`src/rtl/uart_tx_pkg.sv`:
```
// Shared UART types: frame-format enums, the configuration struct and small helpers.
// Imported by the transmitter and the receiver alike.
package common;

  localparam int DIVISOR_W = 25;

  typedef enum logic [1:0] {
    DATA_FIVE  = 2'b00,
    DATA_SIX   = 2'b01,
    DATA_SEVEN = 2'b10,
    DATA_EIGHT = 2'b11
  } data_bits_e;

  // 2'b11 is reserved and treated exactly like PARITY_NONE.
  typedef enum logic [1:0] {
    PARITY_NONE = 2'b00,
    PARITY_ODD  = 2'b01,
    PARITY_EVEN = 2'b10,
    PARITY_RSVD = 2'b11
  } parity_e;

  typedef enum logic {
    STOP_ONE = 1'b0,
    STOP_TWO = 1'b1
  } stop_e;

  typedef enum logic {
    FLOW_NONE    = 1'b0,
    FLOW_RTS_CTS = 1'b1
  } flow_e;

  typedef struct packed {
    data_bits_e           data_bits;
    parity_e              parity;
    stop_e                stop;
    flow_e                flow;
    logic [DIVISOR_W-1:0] divisor;
  } uart_config_t;

  function automatic logic [DIVISOR_W-1:0] bit_period(input logic [DIVISOR_W-1:0] divisor);
    return (divisor == '0) ? DIVISOR_W'(1) : divisor;
  endfunction

  function automatic logic [7:0] data_mask(input data_bits_e bits);
    logic [7:0] mask;
    case (bits)
      DATA_FIVE:  mask = 8'h1F;
      DATA_SIX:   mask = 8'h3F;
      DATA_SEVEN: mask = 8'h7F;
      default:    mask = 8'hFF;
    endcase
    return mask;
  endfunction

  function automatic logic parity_enabled(input parity_e p);
    return (p == PARITY_ODD) || (p == PARITY_EVEN);
  endfunction

  function automatic logic parity_bit(input logic [7:0] masked, input parity_e p);
    return (^masked) ^ (p == PARITY_ODD);
  endfunction

endpackage

```
`src/rtl/uart_baud_gen.sv`:
```
// Bit-period counter: one-cycle tick every max(divisor,1) clocks, realigned by restart.
// Shared between the UART transmitter and receiver.
module uart_baud_gen
  import common::*;
(
  input  logic                 clk_i,
  input  logic                 reset_i,
  input  logic [DIVISOR_W-1:0] divisor,
  input  logic                 restart,
  output logic                 tick
);

  localparam logic [DIVISOR_W-1:0] ONE = DIVISOR_W'(1);

  logic [DIVISOR_W-1:0] count_reg;
  logic [DIVISOR_W-1:0] count_next;

  // Reloading at zero (rather than decrementing) keeps the counter from ever wrapping.
  always_comb begin
    tick       = (count_reg == '0) && !restart;
    count_next = count_reg - ONE;
    if (restart || (count_reg == '0)) begin
      count_next = bit_period(divisor) - ONE;
    end
  end

  always_ff @(posedge clk_i) begin
    if (reset_i) begin
      count_reg <= '0;
    end else begin
      count_reg <= count_next;
    end
  end

endmodule

```
`src/rtl/uart_tx.sv`:
```
// UART transmitter: valid/ready byte input, configurable 5-8 data bits, parity, 1/2 stop bits.
// Optional CTS flow control is compiled in only when UART_TX_FLOW_EN is defined.
module uart_tx
  import common::*;
(
  input  logic         clk_i,
  input  logic         reset_i,
  input  uart_config_t config_i,
  input  logic [7:0]   data_i,
  input  logic         data_valid_i,
  output logic         data_ready_o,
  input  logic         cts_i,
  output logic         txd_o,
  output logic         busy_o
);

  localparam logic [2:0] ST_IDLE   = 3'd0;
  localparam logic [2:0] ST_START  = 3'd1;
  localparam logic [2:0] ST_DATA   = 3'd2;
  localparam logic [2:0] ST_PARITY = 3'd3;
  localparam logic [2:0] ST_STOP   = 3'd4;

  logic [2:0]           state_reg, state_next;
  logic [7:0]           shift_reg, shift_next;
  logic [2:0]           bit_cnt_reg, bit_cnt_next;
  data_bits_e           data_bits_reg, data_bits_next;
  logic                 parity_en_reg, parity_en_next;
  logic                 parity_val_reg, parity_val_next;
  logic                 stop_two_reg, stop_two_next;
  logic                 stop_cnt_reg, stop_cnt_next;
  logic [DIVISOR_W-1:0] divisor_reg, divisor_next;
  logic                 txd_reg, txd_next;
  logic                 busy_reg, busy_next;
  logic                 ready_reg, ready_next;

  logic                 accept;
  logic                 cts_ok;
  logic                 tick;
  logic [7:0]           masked_data;
  logic [2:0]           last_bit;
  logic [DIVISOR_W-1:0] baud_divisor;

`ifdef UART_TX_FLOW_EN
  assign cts_ok = (config_i.flow != FLOW_RTS_CTS) || cts_i;
`else
  logic unused_flow;
  assign cts_ok      = 1'b1;
  assign unused_flow = ^{cts_i, config_i.flow};
`endif

  assign accept       = data_valid_i && ready_reg;
  assign masked_data  = data_i & data_mask(config_i.data_bits);
  assign last_bit     = 3'd4 + {1'b0, data_bits_reg};
  // The first bit period must already use the divisor being latched this cycle.
  assign baud_divisor = accept ? config_i.divisor : divisor_reg;

  uart_baud_gen u_baud_gen (
    .clk_i   (clk_i),
    .reset_i (reset_i),
    .divisor (baud_divisor),
    .restart (accept),
    .tick    (tick)
  );

  always_comb begin
    state_next      = state_reg;
    shift_next      = shift_reg;
    bit_cnt_next    = bit_cnt_reg;
    data_bits_next  = data_bits_reg;
    parity_en_next  = parity_en_reg;
    parity_val_next = parity_val_reg;
    stop_two_next   = stop_two_reg;
    stop_cnt_next   = stop_cnt_reg;
    divisor_next    = divisor_reg;
    txd_next        = txd_reg;

    case (state_reg)
      ST_IDLE: begin
        txd_next = 1'b1;
        if (accept) begin
          shift_next      = masked_data;
          data_bits_next  = config_i.data_bits;
          parity_en_next  = parity_enabled(config_i.parity);
          parity_val_next = parity_bit(masked_data, config_i.parity);
          stop_two_next   = (config_i.stop == STOP_TWO);
          divisor_next    = config_i.divisor;
          bit_cnt_next    = 3'd0;
          txd_next        = 1'b0;
          state_next      = ST_START;
        end
      end
      ST_START: begin
        if (tick) begin
          txd_next     = shift_reg[0];
          shift_next   = shift_reg >> 1;
          bit_cnt_next = 3'd0;
          state_next   = ST_DATA;
        end
      end
      ST_DATA: begin
        if (tick) begin
          if (bit_cnt_reg == last_bit) begin
            if (parity_en_reg) begin
              txd_next   = parity_val_reg;
              state_next = ST_PARITY;
            end else begin
              txd_next      = 1'b1;
              stop_cnt_next = 1'b0;
              state_next    = ST_STOP;
            end
          end else begin
            txd_next     = shift_reg[0];
            shift_next   = shift_reg >> 1;
            bit_cnt_next = bit_cnt_reg + 3'd1;
          end
        end
      end
      ST_PARITY: begin
        if (tick) begin
          txd_next      = 1'b1;
          stop_cnt_next = 1'b0;
          state_next    = ST_STOP;
        end
      end
      ST_STOP: begin
        if (tick) begin
          txd_next = 1'b1;
          if (stop_two_reg && !stop_cnt_reg) begin
            stop_cnt_next = 1'b1;
          end else begin
            state_next = ST_IDLE;
          end
        end
      end
      default: begin
        txd_next   = 1'b1;
        state_next = ST_IDLE;
      end
    endcase

    busy_next  = (state_next != ST_IDLE);
    ready_next = (state_next == ST_IDLE) && cts_ok;
  end

  always_ff @(posedge clk_i) begin
    if (reset_i) begin
      state_reg      <= ST_IDLE;
      shift_reg      <= '0;
      bit_cnt_reg    <= '0;
      data_bits_reg  <= DATA_EIGHT;
      parity_en_reg  <= 1'b0;
      parity_val_reg <= 1'b0;
      stop_two_reg   <= 1'b0;
      stop_cnt_reg   <= 1'b0;
      divisor_reg    <= '0;
      txd_reg        <= 1'b1;
      busy_reg       <= 1'b0;
      ready_reg      <= 1'b0;
    end else begin
      state_reg      <= state_next;
      shift_reg      <= shift_next;
      bit_cnt_reg    <= bit_cnt_next;
      data_bits_reg  <= data_bits_next;
      parity_en_reg  <= parity_en_next;
      parity_val_reg <= parity_val_next;
      stop_two_reg   <= stop_two_next;
      stop_cnt_reg   <= stop_cnt_next;
      divisor_reg    <= divisor_next;
      txd_reg        <= txd_next;
      busy_reg       <= busy_next;
      ready_reg      <= ready_next;
    end
  end

  assign txd_o        = txd_reg;
  assign busy_o       = busy_reg;
  assign data_ready_o = ready_reg;

endmodule

```
`config.mk`:
```
export PLATFORM = sky130hd
export DESIGN_NAME = uart_tx
export DESIGN_NICKNAME = d
export VERILOG_FILES = /design/src/rtl/uart_tx_pkg.sv /design/src/rtl/uart_baud_gen.sv /design/src/rtl/uart_tx.sv
export SDC_FILE = /design/constraint.sdc
export NUM_CORES = 1
export LEC_CHECK = 0
export ABC_AREA = 1
export BUFFER_PORTS_ARGS = -buffer_cell sky130_fd_sc_hd__buf_4
export CAP_MARGIN = 20
export CELL_PAD_IN_SITES_DETAIL_PLACEMENT = 0
export CELL_PAD_IN_SITES_GLOBAL_PLACEMENT = 2
export CORE_MARGIN = 3
export CORE_UTILIZATION = 33
export CTS_CLUSTER_SIZE = 14
export DETAILED_ROUTE_END_ITERATION = 8
export MAX_ROUTING_LAYER = met4
export PLACE_DENSITY = 0.82
export SLEW_MARGIN = 20
export SYNTH_ARGS = -nofsm -noshare
export SYNTH_HDL_FRONTEND = slang
export SYNTH_SLANG_ARGS = --single-unit
```
`constraint.sdc`:
```
create_clock -name clk_i -period 2.75 [get_ports clk_i]
set_input_delay 0.4125 -clock clk_i [delete_from_list [all_inputs] [get_ports clk_i]]
set_output_delay 0.4125 -clock clk_i [all_outputs]
set_load 0.02 [all_outputs]
```
== Word-level counts from Yosys, hierarchy flattened ==
Cells that the tools add are included.

* Register bits: 73
* Output and inout bits: 3
* Word-level logic and storage cells: 96

* Muxes and demuxes: 37
* Add/sub/neg operators: 4
* Bitwise logic cells: 2
* Reductions and logical operators: 21
* Equality and inequality tests: 19

{| class="wikitable"
|+ Operators by type and width
! kind !! count
|-
| 2-to-1 mux 25 bit || 3
|-
| logical NOT 25 bit || 2
|-
| subtractor 25 x 1 -> 25 bit, second input constant || 2
|-
| one-hot mux 8 bit (3 select lines) || 2
|-
| 2-to-1 mux 3 bit || 12
|-
| 2-to-1 mux 8 bit || 4
|-
| != test 2 bit, second input constant || 8
|-
| one-hot mux 3 bit (5 select lines) || 1
|-
| 2-to-1 mux 1 bit || 12
|-
| one-hot mux 3 bit (3 select lines) || 1
|-
| nonzero test 3 bit || 3
|-
| bitwise AND 8 bit || 1
|-
| XOR reduction 8 bit || 1
|-
| AND reduction 7 bit || 1
|-
| equality test 3 x 2 -> 1 bit, second input constant || 2
|-
| logical NOT 3 bit || 2
|-
| AND reduction 5 bit || 1
|-
| equality test 2 x 1 -> 1 bit, second input constant || 2
|-
| equality test 2 bit, second input constant || 2
|-
| != test 2 x 1 -> 1 bit, second input constant || 2
|-
| one-hot mux 1 bit (4 select lines) || 1
|-
| adder 3 x 1 -> 3 bit, second input constant || 1
|-
| adder 3 x 2 -> 3 bit, first input constant || 1
|-
| equality test 3 x 1 -> 1 bit, second input constant || 1
|-
| 11 further kinds || 15
|}

== Depth between registers and ports, before layout ==
Gate-level depths: netlist of run 1.

* Depth in word-level cells: 6
* Depth in mapped cells: 20

== Hierarchy ==
From an unflattened synthesis of run 1, not the netlist that was laid out.

* Cell total of the unflattened synthesis: 751
* Area total of the unflattened synthesis: 4659.5 sq um

{| class="wikitable"
|+ By module, submodules not included
! module !! times used !! area an instance (sq um) !! cells each !! sequential area each (sq um)
|-
| uart_tx || 1 || 2474.9 || 351 || 960.9
|-
| uart_baud_gen || 1 || 2184.6 || 400 || 500.5
|}

== Worst setup path after synthesis of run 1 ==
Ideal clock, no wire load.

* Path type: register to register
* From: register ready_reg (netlist: data_ready_o)
* To: register u_baud_gen.count_reg[24]
* Data required time: 2.637 ns
* Data arrival time: 2.181 ns
* Cell stages (with the launch flop): 20
* Clock period less this slack: 2.294 ns
* Path buffers: 1
* Library setup time: 0.113 ns
* Setup slack: 0.456 ns
* Path through: dfxtp_1 -> nand2_4 -> buf_6 -> o21ai_1 -> nand2_1 -> nor2_1 -> nand2_1 -> nor2_1 -> nand2_1 -> nand2_1 -> nand2_2 -> ha_1 -> inv_1 -> nor2_8 -> nand2_4 -> nor2_1 -> nand3_1 -> nand2_1 -> nand2_1 -> nor2_1

* Word-level cells in the longest chain between the ends: 6
* Elaborated cells between the ends (all ways): 7
* Classes of those cells: add/sub (1); mux (3); reduce/logical (3)

{| class="wikitable"
|+ RTL lines
! element !! line !! RTL
|-
| from (decl) || uart_tx.sv:34 || <nowiki>logic ready_reg, ready_next;</nowiki>
|-
| from (signal assigned) || uart_tx.sv:171 || <nowiki>ready_reg <= ready_next;</nowiki>
|-
| logical AND 1 bit (*) || uart_tx.sv:51 || <nowiki>assign accept = data_valid_i && ready_reg;</nowiki>
|-
| 2-to-1 mux 25 bit || - ||
|-
| logical NOT 25 bit || uart_tx_pkg.sv:41 || <nowiki>return (divisor == '0) ? DIVISOR_W'(1) : divisor;</nowiki>
|-
| 2-to-1 mux 25 bit || uart_tx_pkg.sv:41 ||
|-
| subtractor 25 x 1 -> 25 bit || uart_baud_gen.sv:23 || <nowiki>count_next = bit_period(divisor) - ONE;</nowiki>
|-
| 2-to-1 mux 25 bit (*) || uart_baud_gen.sv:22 || <nowiki>if (restart || (count_reg == '0)) begin</nowiki>
|-
| to (signal assigned) || uart_baud_gen.sv:31 || <nowiki>count_reg <= count_next;</nowiki>
|-
| to (decl) || uart_baud_gen.sv:15 || <nowiki>logic [DIVISOR_W-1:0] count_reg;</nowiki>
|}

Every way passes the cells marked *; elsewhere a longest branch is shown, timed or not.
A chain may end at the register's enable or synchronous reset.

== Worst setup path in the final report of run 1 ==
* From: register ready_reg (netlist: data_ready_o)
* To: register u_baud_gen.count_reg[22]

The elaborated chain is that of the path after synthesis.

==> report_table.html, run 1 <==
<table>
<tr><th>Metric</th><th>Value</th></tr>
<tr><th colspan="2">Outcome</th></tr>
<tr><td>Run status</td><td>complete, no violations</td></tr>
<tr><th colspan="2">Logic synthesis</th></tr>
<tr><td>Synthesized flop and latch total</td><td>73</td></tr>
<tr><td>Sequential cell area fraction in the yosys report</td><td>31.8%</td></tr>
<tr><td>Predominant post-synthesis flop cell</td><td>dfxtp_1</td></tr>
<tr><td>Post-synthesis instance area</td><td>0.00459 mm²</td></tr>
<tr><td>Share of synthesized flip-flops with an asynchronous set or reset</td><td>0%</td></tr>
<tr><td>Synthesized net count</td><td>733</td></tr>
<tr><td>Top cell type's share of synthesized area</td><td>31.8%</td></tr>
<tr><td>Mean cell area of the mapped netlist</td><td>6.68 µm²</td></tr>
<tr><td>Main area contributors after synthesis</td><td>dfxtp_1, nand2_1, nor2_1</td></tr>
<tr><td>Number of enable-type register cells in the synthesized netlist</td><td>0</td></tr>
<tr><td>Most used standard cell by instance count after synthesis</td><td>nand2_1</td></tr>
<tr><td>Number of warnings issued by yosys</td><td>0</td></tr>
<tr><td>Unique masters post-synth</td><td>38</td></tr>
<tr><td>Mapped Cells</td><td>687</td></tr>
<tr><td>Most numerous cell types in the synthesized netlist</td><td>nand2_1, nor2_1, inv_1</td></tr>
<tr><td>Cell type with the highest aggregate area in the netlist</td><td>dfxtp_1</td></tr>
<tr><th colspan="2">Place</th></tr>
<tr><td>Worst setup slack after placement</td><td>63.9 ps</td></tr>
<tr><td>Number of buffers inserted by port buffering</td><td>43</td></tr>
<tr><td>Last weighted congestion value of the routability-driven placer</td><td>0.858</td></tr>
<tr><td>Placed wire-length estimate</td><td>9.70 mm</td></tr>
<tr><td>Post-detailed-placement cell area</td><td>0.00510 mm²</td></tr>
<tr><th colspan="2">Power and ir drop</th></tr>
<tr><td>IR drop worst, VDD</td><td>0.519 mV</td></tr>
<tr><td>Power density over cell area</td><td>1260 mW/mm²</td></tr>
<tr><td>PnR Total Power</td><td>6.78 mW</td></tr>
<tr><td>P_leak</td><td>2.55 nW</td></tr>
<tr><th colspan="2">Worst setup path</th></tr>
<tr><td>Path depth of the worst reg2reg path</td><td>15</td></tr>
<tr><td>Gate family responsible for the most delay along the worst path</td><td>simple AND/OR/NAND/NOR gates</td></tr>
<tr><td>Capture instance of the worst register-to-register path</td><td>u_baud_gen.count_reg[22]</td></tr>
<tr><td>Required time of the worst setup path</td><td>2980 ps</td></tr>
<tr><td>Largest driver fanout on the critical path</td><td>31</td></tr>
<tr><td>Worst Path Class, Setup</td><td>register to register</td></tr>
<tr><td>Critical Path End Type</td><td>register</td></tr>
<tr><td>Crit path cell chain</td><td>nand2_4 &gt; buf_12 &gt; buf_4 &gt; nand2_4 &gt; nor2_1 &gt; inv_1 &gt; nand2_2 &gt; ha_1 &gt; inv_1 &gt; nor2_8 &gt; nand2_4 &gt; nor2_4 &gt; nand3_1 &gt; nor2_1 &gt; nor2_1</td></tr>
<tr><td>Critical Path Slowest Stage Cell</td><td>dfxtp_1</td></tr>
<tr><td>Sum of buffers and inverters on the critical path</td><td>4</td></tr>
<tr><td>Type of origin of the critical path</td><td>register</td></tr>
<tr><td>Reg2Reg Launch Point</td><td>data_ready_o</td></tr>
<tr><td>CP Data Arrival Time</td><td>2730 ps</td></tr>
<tr><td>Setup slack on the worst flop-to-flop path</td><td>250 ps</td></tr>
<tr><td>Delay contributed by the slowest stage of the critical path</td><td>340 ps</td></tr>
<tr><th colspan="2">Timing</th></tr>
<tr><td>Fmax</td><td>401 MHz</td></tr>
<tr><td>Hold Violations, Final</td><td>0</td></tr>
<tr><td>Slew Viols, Final</td><td>0</td></tr>
<tr><td>Period minus WS final</td><td>2500 ps</td></tr>
<tr><td>Setup skew after layout</td><td>11.1 ps</td></tr>
<tr><td>Setup repair after global routing missed its margin</td><td>false</td></tr>
<tr><td>Tightest Pin Transition</td><td>439 ps</td></tr>
<tr><td>Portion of the clock cycle consumed by the worst path in the final layout</td><td>90.7%</td></tr>
<tr><td>Max-Slew Margin vs Limit</td><td>70.7%</td></tr>
<tr><td>Worst hold margin</td><td>320 ps</td></tr>
<tr><td>Final WS setup</td><td>254 ps</td></tr>
<tr><td>Sum Neg Setup Slack</td><td>0 ps</td></tr>
<tr><td>Final setup violation count</td><td>0</td></tr>
<tr><th colspan="2">Die</th></tr>
<tr><td>Chip height</td><td>124 µm</td></tr>
<tr><td>Number of top-level design ports</td><td>46</td></tr>
<tr><td>Number of rows created at floorplan</td><td>42</td></tr>
<tr><td>Starting Density</td><td>34.2%</td></tr>
<tr><td>Core box area</td><td>0.0134 mm²</td></tr>
<tr><td>Width of the die</td><td>124 µm</td></tr>
<tr><td>Die outline area</td><td>0.0154 mm²</td></tr>
<tr><th colspan="2">Final layout</th></tr>
<tr><td>Flip-flop and latch area</td><td>0.00146 mm²</td></tr>
<tr><td>Antenna cell count</td><td>0</td></tr>
<tr><td>Post-Layout Inst Area</td><td>0.00540 mm²</td></tr>
<tr><td>Number of nets in the layout</td><td>778</td></tr>
<tr><td>Area of combinational cells with multiple inputs</td><td>0.00267 mm²</td></tr>
<tr><td>Filler cell count in the final layout</td><td>1478</td></tr>
<tr><td>Synthesis-to-finish area growth</td><td>17.7%</td></tr>
<tr><td>Fraction of final layout cells with drive strength greater than 1</td><td>21.8%</td></tr>
<tr><th colspan="2">Min path</th></tr>
<tr><td>End point of the worst hold path</td><td>data_bits_reg[0]</td></tr>
<tr><td>Worst hold path startpoint</td><td>config_i[29]</td></tr>
<tr><td>Number of cells on the worst hold path</td><td>3</td></tr>
<tr><td>Worst hold-check path type</td><td>input pin to register</td></tr>
<tr><th colspan="2">Run</th></tr>
<tr><td>Number of max-capacitance violations reported</td><td>0</td></tr>
<tr><th colspan="2">Routing</th></tr>
<tr><td>Top routing layer used</td><td>met4</td></tr>
<tr><td>Count of vias placed by the detailed router</td><td>4333</td></tr>
<tr><td>Number of antenna-violating nets in the routed design</td><td>0</td></tr>
<tr><td>Wire length reported by the detailed router</td><td>12.8 mm</td></tr>
<tr><td>Count of TritonRoute iterations in the first routing pass</td><td>4</td></tr>
<tr><td>Met2 WL</td><td>5.86 mm</td></tr>
<tr><td>Mean number of vias per cell</td><td>4.75</td></tr>
<tr><td>Met3 routed wirelength</td><td>360 µm</td></tr>
<tr><td>Wire length per cell</td><td>14.0 µm</td></tr>
<tr><td>DRC violations left</td><td>0</td></tr>
<tr><td>WL met1</td><td>6.37 mm</td></tr>
<tr><td>Iter 0 DRT Violations</td><td>239</td></tr>
<tr><th colspan="2">GRT</th></tr>
<tr><td>First-pass GRT wire length</td><td>20.8 mm</td></tr>
<tr><td>Via count of the first global-routing pass</td><td>4043</td></tr>
<tr><td>Maximum number of pins on one net before global-route repair</td><td>41</td></tr>
<tr><td>Initial antenna violation count</td><td>0</td></tr>
<tr><td>Leftover overflow at the end of global routing</td><td>0</td></tr>
<tr><td>GRT Util Overall</td><td>18.1%</td></tr>
<tr><th colspan="2">Clock network</th></tr>
<tr><td>Inserted Clock Buffers</td><td>9</td></tr>
<tr><td>Number of buffers inserted by post-CTS setup repair</td><td>0</td></tr>
<tr><td>TritonCTS clock tree</td><td>built</td></tr>
<tr><td>Later-pin clock latency in the skew report</td><td>350 ps</td></tr>
<tr><td>CTS clk-pin slew, worst paths</td><td>70 ps</td></tr>
<tr><td>Clk Tree Root Cell</td><td>clkbuf_16</td></tr>
<tr><td>CTS H-Tree Depth</td><td>3</td></tr>
<tr><td>Clock net sink count</td><td>73</td></tr>
<tr><td>Max clock buf depth</td><td>2</td></tr>
</table>
[report_power, final]
group	switching [mW]	leakage, nW	total (mW)	internal (mW)
Sequential	0.174	0.599	1.57	1.39
Clock	0.497	0.139	1.20	0.706
Combinational	2.66	1.82	4.01	1.35
[metrics by stage]
| step | cells | utilization [%] |
|---|---|---|
| floorplan | 687 | - |
| global placement | 897 | 38.1 |
| detailed placement | 897 | 38.1 |
| CTS | 913 | 40.3 |
| global route | 913 | 40.3 |
| finish | 913 | 40.3 |
[cells by family after synthesis]
family                     Yosys count  synth area share [%]
AOI/OAI and AO/OA                  133                  15.8
DFF                                 73                  31.8
buffers and inverters              104                  10.2
xor gates and xnor gates             8                  1.53
and+or+nand+nor                    366                  39.8
adders and majority gates            3                 0.818
[what timing repair did]
action                     4_1_cts  5_1_grt
gates resized for setup          0        2
hold buffers                     0        0
setup endpoints to repair        0        1
[cells in the final DEF, fill, tap and decap left out, types with 15 or more instances in the layout]
| cell type | synthesis | layout |
|---|---|---|
| inv_1 | 74 | 74 |
| dfxtp_1 | 73 | 73 |
| a21oi_1 | 52 | 52 |
| nor2_1 | 84 | 84 |
| nor2_4 | 15 | 15 |
| nor2_2 | 15 | 15 |
| nand3_1 | 36 | 36 |
| nand2_1 | 163 | 163 |
| o21ai_0 | 49 | 49 |
| buf_4 | 1 | 54 |
| nand2_2 | 23 | 23 |
[layer usage]
| layer | GRT usage [%] | vias to the layer above |
|---|---|---|
| met5 | - | - |
| met3 | 2.72 | 16 |
| met4 | 6.23 | 0 |
| li1 | - | 2286 |
| met2 | 28.3 | 50 |
| met1 | 24.1 | 1981 |
[worst reg2reg max path, stage by stage (launching register included)]
cell and delay [ps]:
dfxtp_1 340, nand2_4 110, buf_12 200, buf_4 320
nand2_4 130, nor2_1 150, inv_1 70, nand2_2 100
ha_1 140, inv_1 100, nor2_8 150, nand2_4 90
nor2_4 180, nand3_1 140, nor2_1 120, nor2_1 50
[worst max path at each step]
stage	startpoint	to	slack, ps	cells after the start
after detailed placement	data_valid_i	u_baud_gen.count_reg[24]	60	21
after CTS	data_ready_o	u_baud_gen.count_reg[24]	230	19
after global routing	data_ready_o	u_baud_gen.count_reg[24]	2	19
final	data_ready_o	u_baud_gen.count_reg[22]	250	15
after floorplan	data_ready_o	u_baud_gen.count_reg[24]	460	19
after global placement	data_valid_i	u_baud_gen.count_reg[24]	60	21
[cell type report]
type | instances | share of cell area, %
Clock buffer | 10 | 4.24
Sequential cell | 73 | 27.0
Timing Repair Buffer | 56 | 8.24
Clock inverter | 6 | 1.25
Multi-Input combinational cell | 510 | 49.4
Inverter | 82 | 5.79
Tap cell | 176 | 4.08
Note: power is estimated with default switching activity, not from simulation.
==> inputs of run 2 (changes only) <==
--- a/config.mk
+++ b/config.mk
@@ -14,8 +14,9 @@
 export CORE_UTILIZATION = 33
 export CTS_CLUSTER_SIZE = 14
 export DETAILED_ROUTE_END_ITERATION = 8
+export GPL_ROUTABILITY_DRIVEN = 1
 export MAX_ROUTING_LAYER = met4
-export PLACE_DENSITY = 0.82
+export PLACE_DENSITY = 0.84
 export SLEW_MARGIN = 20
 export SYNTH_ARGS = -nofsm -noshare
 export SYNTH_HDL_FRONTEND = slang
==> run 2 against run 1 <==
Clock skew fell by 1.3 ps; setup slack improved by 36 ps; cell count rose by 0.44%; clock-buffer cell count rose by 1; global-route usage fell by 0.11 points; power rose by 1.7%; design area rose by 1.0%; register-to-register slack improved by 40 ps; routed wire length fell by 1.5%; sequential cell count did not move; sequential share of layout area fell by 0.28 points.
==> report_table.html, run 2 (synthesis gave the netlist of run 1 again) <==
<table>
<tr><th>Metric</th><th>Value</th></tr>
<tr><th colspan="2">GRT</th></tr>
<tr><td>GRT Util Overall</td><td>18.0% (-0.11 points)</td></tr>
<tr><td>Leftover overflow at the end of global routing</td><td>0 (unchanged)</td></tr>
<tr><td>Initial antenna violation count</td><td>0 (unchanged)</td></tr>
<tr><td>Maximum number of pins on one net before global-route repair</td><td>35 (-15%)</td></tr>
<tr><td>Via count of the first global-routing pass</td><td>4223 (+4.5%)</td></tr>
<tr><td>First-pass GRT wire length</td><td>20.7 mm (-0.36%)</td></tr>
<tr><th colspan="2">Clock network</th></tr>
<tr><td>CTS clk-pin slew, worst paths</td><td>60 ps (about the same)</td></tr>
<tr><td>TritonCTS clock tree</td><td>built</td></tr>
<tr><td>Later-pin clock latency in the skew report</td><td>350 ps (about the same)</td></tr>
<tr><td>Max clock buf depth</td><td>2 (unchanged)</td></tr>
<tr><td>Number of gates given a new drive strength after cts</td><td>0 (unchanged)</td></tr>
<tr><td>Clk Tree Root Cell</td><td>clkbuf_16</td></tr>
<tr><td>Number of buffers inserted by hold repair at cts</td><td>0 (unchanged)</td></tr>
<tr><td>Number of buffers inserted by post-CTS setup repair</td><td>0 (unchanged)</td></tr>
<tr><td>CTS H-Tree Depth</td><td>3 (unchanged)</td></tr>
<tr><td>Inserted Clock Buffers</td><td>9 (unchanged)</td></tr>
<tr><td>Clock net sink count</td><td>73 (unchanged)</td></tr>
<tr><th colspan="2">Timing</th></tr>
<tr><td>Hold Violations, Final</td><td>0 (unchanged)</td></tr>
<tr><td>Setup skew after layout</td><td>9.81 ps (-1.32 ps)</td></tr>
<tr><td>Portion of the clock cycle consumed by the worst path in the final layout</td><td>89.4% (-1.3 points)</td></tr>
<tr><td>Fmax</td><td>407 MHz (+1.5%)</td></tr>
<tr><td>Tightest Pin Transition</td><td>722 ps (+282 ps)</td></tr>
<tr><td>Setup repair after global routing missed its margin</td><td>false</td></tr>
<tr><td>Slew Viols, Final</td><td>0 (unchanged)</td></tr>
<tr><td>Final setup violation count</td><td>0 (unchanged)</td></tr>
<tr><td>Max-Slew Margin vs Limit</td><td>51.8% (-19 points)</td></tr>
<tr><td>Sum Neg Setup Slack</td><td>0 ps (unchanged)</td></tr>
<tr><td>Period minus WS final</td><td>2460 ps (-35.8 ps)</td></tr>
<tr><th colspan="2">Place</th></tr>
<tr><td>Last weighted congestion value of the routability-driven placer</td><td>0.834 (-2.8%)</td></tr>
<tr><td>Number of buffers inserted by port buffering</td><td>43 (unchanged)</td></tr>
<tr><td>Placed wire-length estimate</td><td>9.71 mm (+0.11%)</td></tr>
<tr><th colspan="2">Worst setup path</th></tr>
<tr><td>Worst Path Class, Setup</td><td>register to register</td></tr>
<tr><td>Largest driver fanout on the critical path</td><td>12 (-61%)</td></tr>
<tr><td>Most prevalent standard cell on the critical path</td><td>nand2_1</td></tr>
<tr><td>Critical Path Slowest Stage Cell</td><td>dfxtp_1</td></tr>
<tr><td>Critical Path End Type</td><td>register</td></tr>
<tr><td>Sum of buffers and inverters on the critical path</td><td>3 (-1)</td></tr>
<tr><td>Delay contributed by the slowest stage of the critical path</td><td>330 ps (about the same)</td></tr>
<tr><td>Path depth of the worst reg2reg path</td><td>19 (+4)</td></tr>
<tr><td>Type of origin of the critical path</td><td>register</td></tr>
<tr><td>Required time of the worst setup path</td><td>3030 ps (+50 ps)</td></tr>
<tr><td>Capture instance of the worst register-to-register path</td><td>u_baud_gen.count_reg[22]</td></tr>
<tr><td>Gate family responsible for the most delay along the worst path</td><td>simple AND/OR/NAND/NOR gates</td></tr>
<tr><td>Crit path cell chain</td><td>nand2_4 &gt; clkinv_4 &gt; buf_4 &gt; o21ai_2 &gt; nor2_1 &gt; nand2_1 &gt; nor2_1 &gt; nand2_1 &gt; nand2_1 &gt; nand2_2 &gt; ha_1 &gt; inv_1 &gt; nor2_8 &gt; nand2_4 &gt; nor2_4 &gt; nand3_1 &gt; nand2_1 &gt; nand2_1 &gt; nor2_1</td></tr>
<tr><td>Setup slack on the worst flop-to-flop path</td><td>290 ps (+40 ps)</td></tr>
<tr><td>CP Data Arrival Time</td><td>2740 ps (about the same)</td></tr>
<tr><td>Reg2Reg Launch Point</td><td>data_ready_o</td></tr>
<tr><th colspan="2">Min path</th></tr>
<tr><td>Worst hold path startpoint</td><td>config_i[29]</td></tr>
<tr><td>End point of the worst hold path</td><td>data_bits_reg[0]</td></tr>
<tr><td>Worst hold-check path type</td><td>input pin to register</td></tr>
<tr><td>Number of cells on the worst hold path</td><td>3 (unchanged)</td></tr>
<tr><th colspan="2">Run</th></tr>
<tr><td>Number of max-capacitance violations reported</td><td>0 (unchanged)</td></tr>
<tr><th colspan="2">Routing</th></tr>
<tr><td>Mean number of vias per cell</td><td>4.75 (+0.14%)</td></tr>
<tr><td>Iter 0 DRT Violations</td><td>211 (-12%)</td></tr>
<tr><td>Count of TritonRoute iterations in the first routing pass</td><td>5 (+1)</td></tr>
<tr><td>Count of vias placed by the detailed router</td><td>4358 (+0.58%)</td></tr>
<tr><td>Wire length per cell</td><td>13.7 µm (-1.9%)</td></tr>
<tr><td>Wire length reported by the detailed router</td><td>12.6 mm (-1.5%)</td></tr>
<tr><td>DRC violations left</td><td>0 (unchanged)</td></tr>
<tr><td>Number of antenna-violating nets in the routed design</td><td>0 (unchanged)</td></tr>
<tr><th colspan="2">Die</th></tr>
<tr><td>Starting Density</td><td>34.2% (unchanged)</td></tr>
<tr><td>Width of the die</td><td>124 µm (unchanged)</td></tr>
<tr><td>Chip height</td><td>124 µm (unchanged)</td></tr>
<tr><td>Number of top-level design ports</td><td>46 (unchanged)</td></tr>
<tr><td>Number of rows created at floorplan</td><td>42 (unchanged)</td></tr>
<tr><td>Core box area</td><td>0.0134 mm² (unchanged)</td></tr>
<tr><td>Die outline area</td><td>0.0154 mm² (unchanged)</td></tr>
<tr><th colspan="2">Power and ir drop</th></tr>
<tr><td>Power density over cell area</td><td>1260 mW/mm² (+0.65%)</td></tr>
<tr><td>P_leak</td><td>2.59 nW (+1.6%)</td></tr>
<tr><td>PnR Total Power</td><td>6.90 mW (+1.7%)</td></tr>
<tr><td>IR drop worst, VDD</td><td>0.606 mV (+17%)</td></tr>
<tr><th colspan="2">Final layout</th></tr>
<tr><td>Number of nets in the layout</td><td>782 (+0.51%)</td></tr>
<tr><td>Fraction of final layout cells with drive strength greater than 1</td><td>22.1% (+0.29 points)</td></tr>
<tr><td>Antenna cell count</td><td>0 (unchanged)</td></tr>
<tr><td>Synthesis-to-finish area growth</td><td>19.0%</td></tr>
<tr><td>Most common cell after layout, fill and taps aside</td><td>nand2_1</td></tr>
<tr><td>Final standard cell utilization of the core</td><td>40.7% (+0.42 points)</td></tr>
<tr><td>Most frequent cells in the layout</td><td>nand2_1, nor2_1, inv_1</td></tr>
<tr><th colspan="2">Outcome</th></tr>
<tr><td>Run status</td><td>complete, no violations</td></tr>
</table>
==> run 2: cell type report <==
class                      count  area, µm²
tap                          176        220
clock buffer                  11        253
sequential                    73       1460
fill                        1426       7940
inverter                      82        313
clock inverter                 5       77.6
timing repair buffer          60        475
multi-input combinational    510       2660
==> run 2: per-layer routing <==
metal | vias to the layer above | share of wire (%) | global-route usage (%)
met3 | 16 | 5.1 | 3.81
met4 | 0 | 2.0 | 6.30
met1 | 1964 | 48 | 23.3
met2 | 85 | 45 | 28.0
li1 | 2293 | - | -
met5 | - | 0 | -
==> run 2: metrics by stage <==
step                instances  cell area (µm²)  setup slack [ps]  hold WS [ps]
floorplan                 687             4590               456           425
global placement          901             5130               117           437
detailed placement        901             5130              89.1           442
CTS                       917             5460               288           307
global route              917             5460              1.85           320
finish                    917             5460               290           311
==> run 2: worst register-to-register path, cell delays in order, from the launching register on <==
cell	delay (ps)
dfxtp_1	330
nand2_4	110
clkinv_4	150
buf_4	190
o21ai_2	120
nor2_1	60
nand2_1	90
nor2_1	60
nand2_1	90
nand2_1	70
nand2_2	90
ha_1	150
inv_1	100
nor2_8	150
nand2_4	90
nor2_4	190
nand3_1	130
nand2_1	80
nand2_1	40
nor2_1	90
==> run 2: worst max path at each step <==
stage                             from                        to  slack, ps  cells past startpoint
final                     data_ready_o  u_baud_gen.count_reg[22]        290                     19
after global routing      data_ready_o  u_baud_gen.count_reg[24]          2                     19
after CTS                 data_ready_o  u_baud_gen.count_reg[24]        290                     19
after detailed placement  data_valid_i  u_baud_gen.count_reg[22]         90                     17
after global placement    data_valid_i  u_baud_gen.count_reg[22]        120                     19
after floorplan           data_ready_o  u_baud_gen.count_reg[24]        460                     19
==> run 2: report_power, final <==
group | switching, mW | total (mW) | internal [mW]
Sequential | 0.165 | 1.56 | 1.39
Clock | 0.475 | 1.32 | 0.841
Combinational | 2.65 | 4.02 | 1.37
Total | 3.29 | 6.90 | 3.61
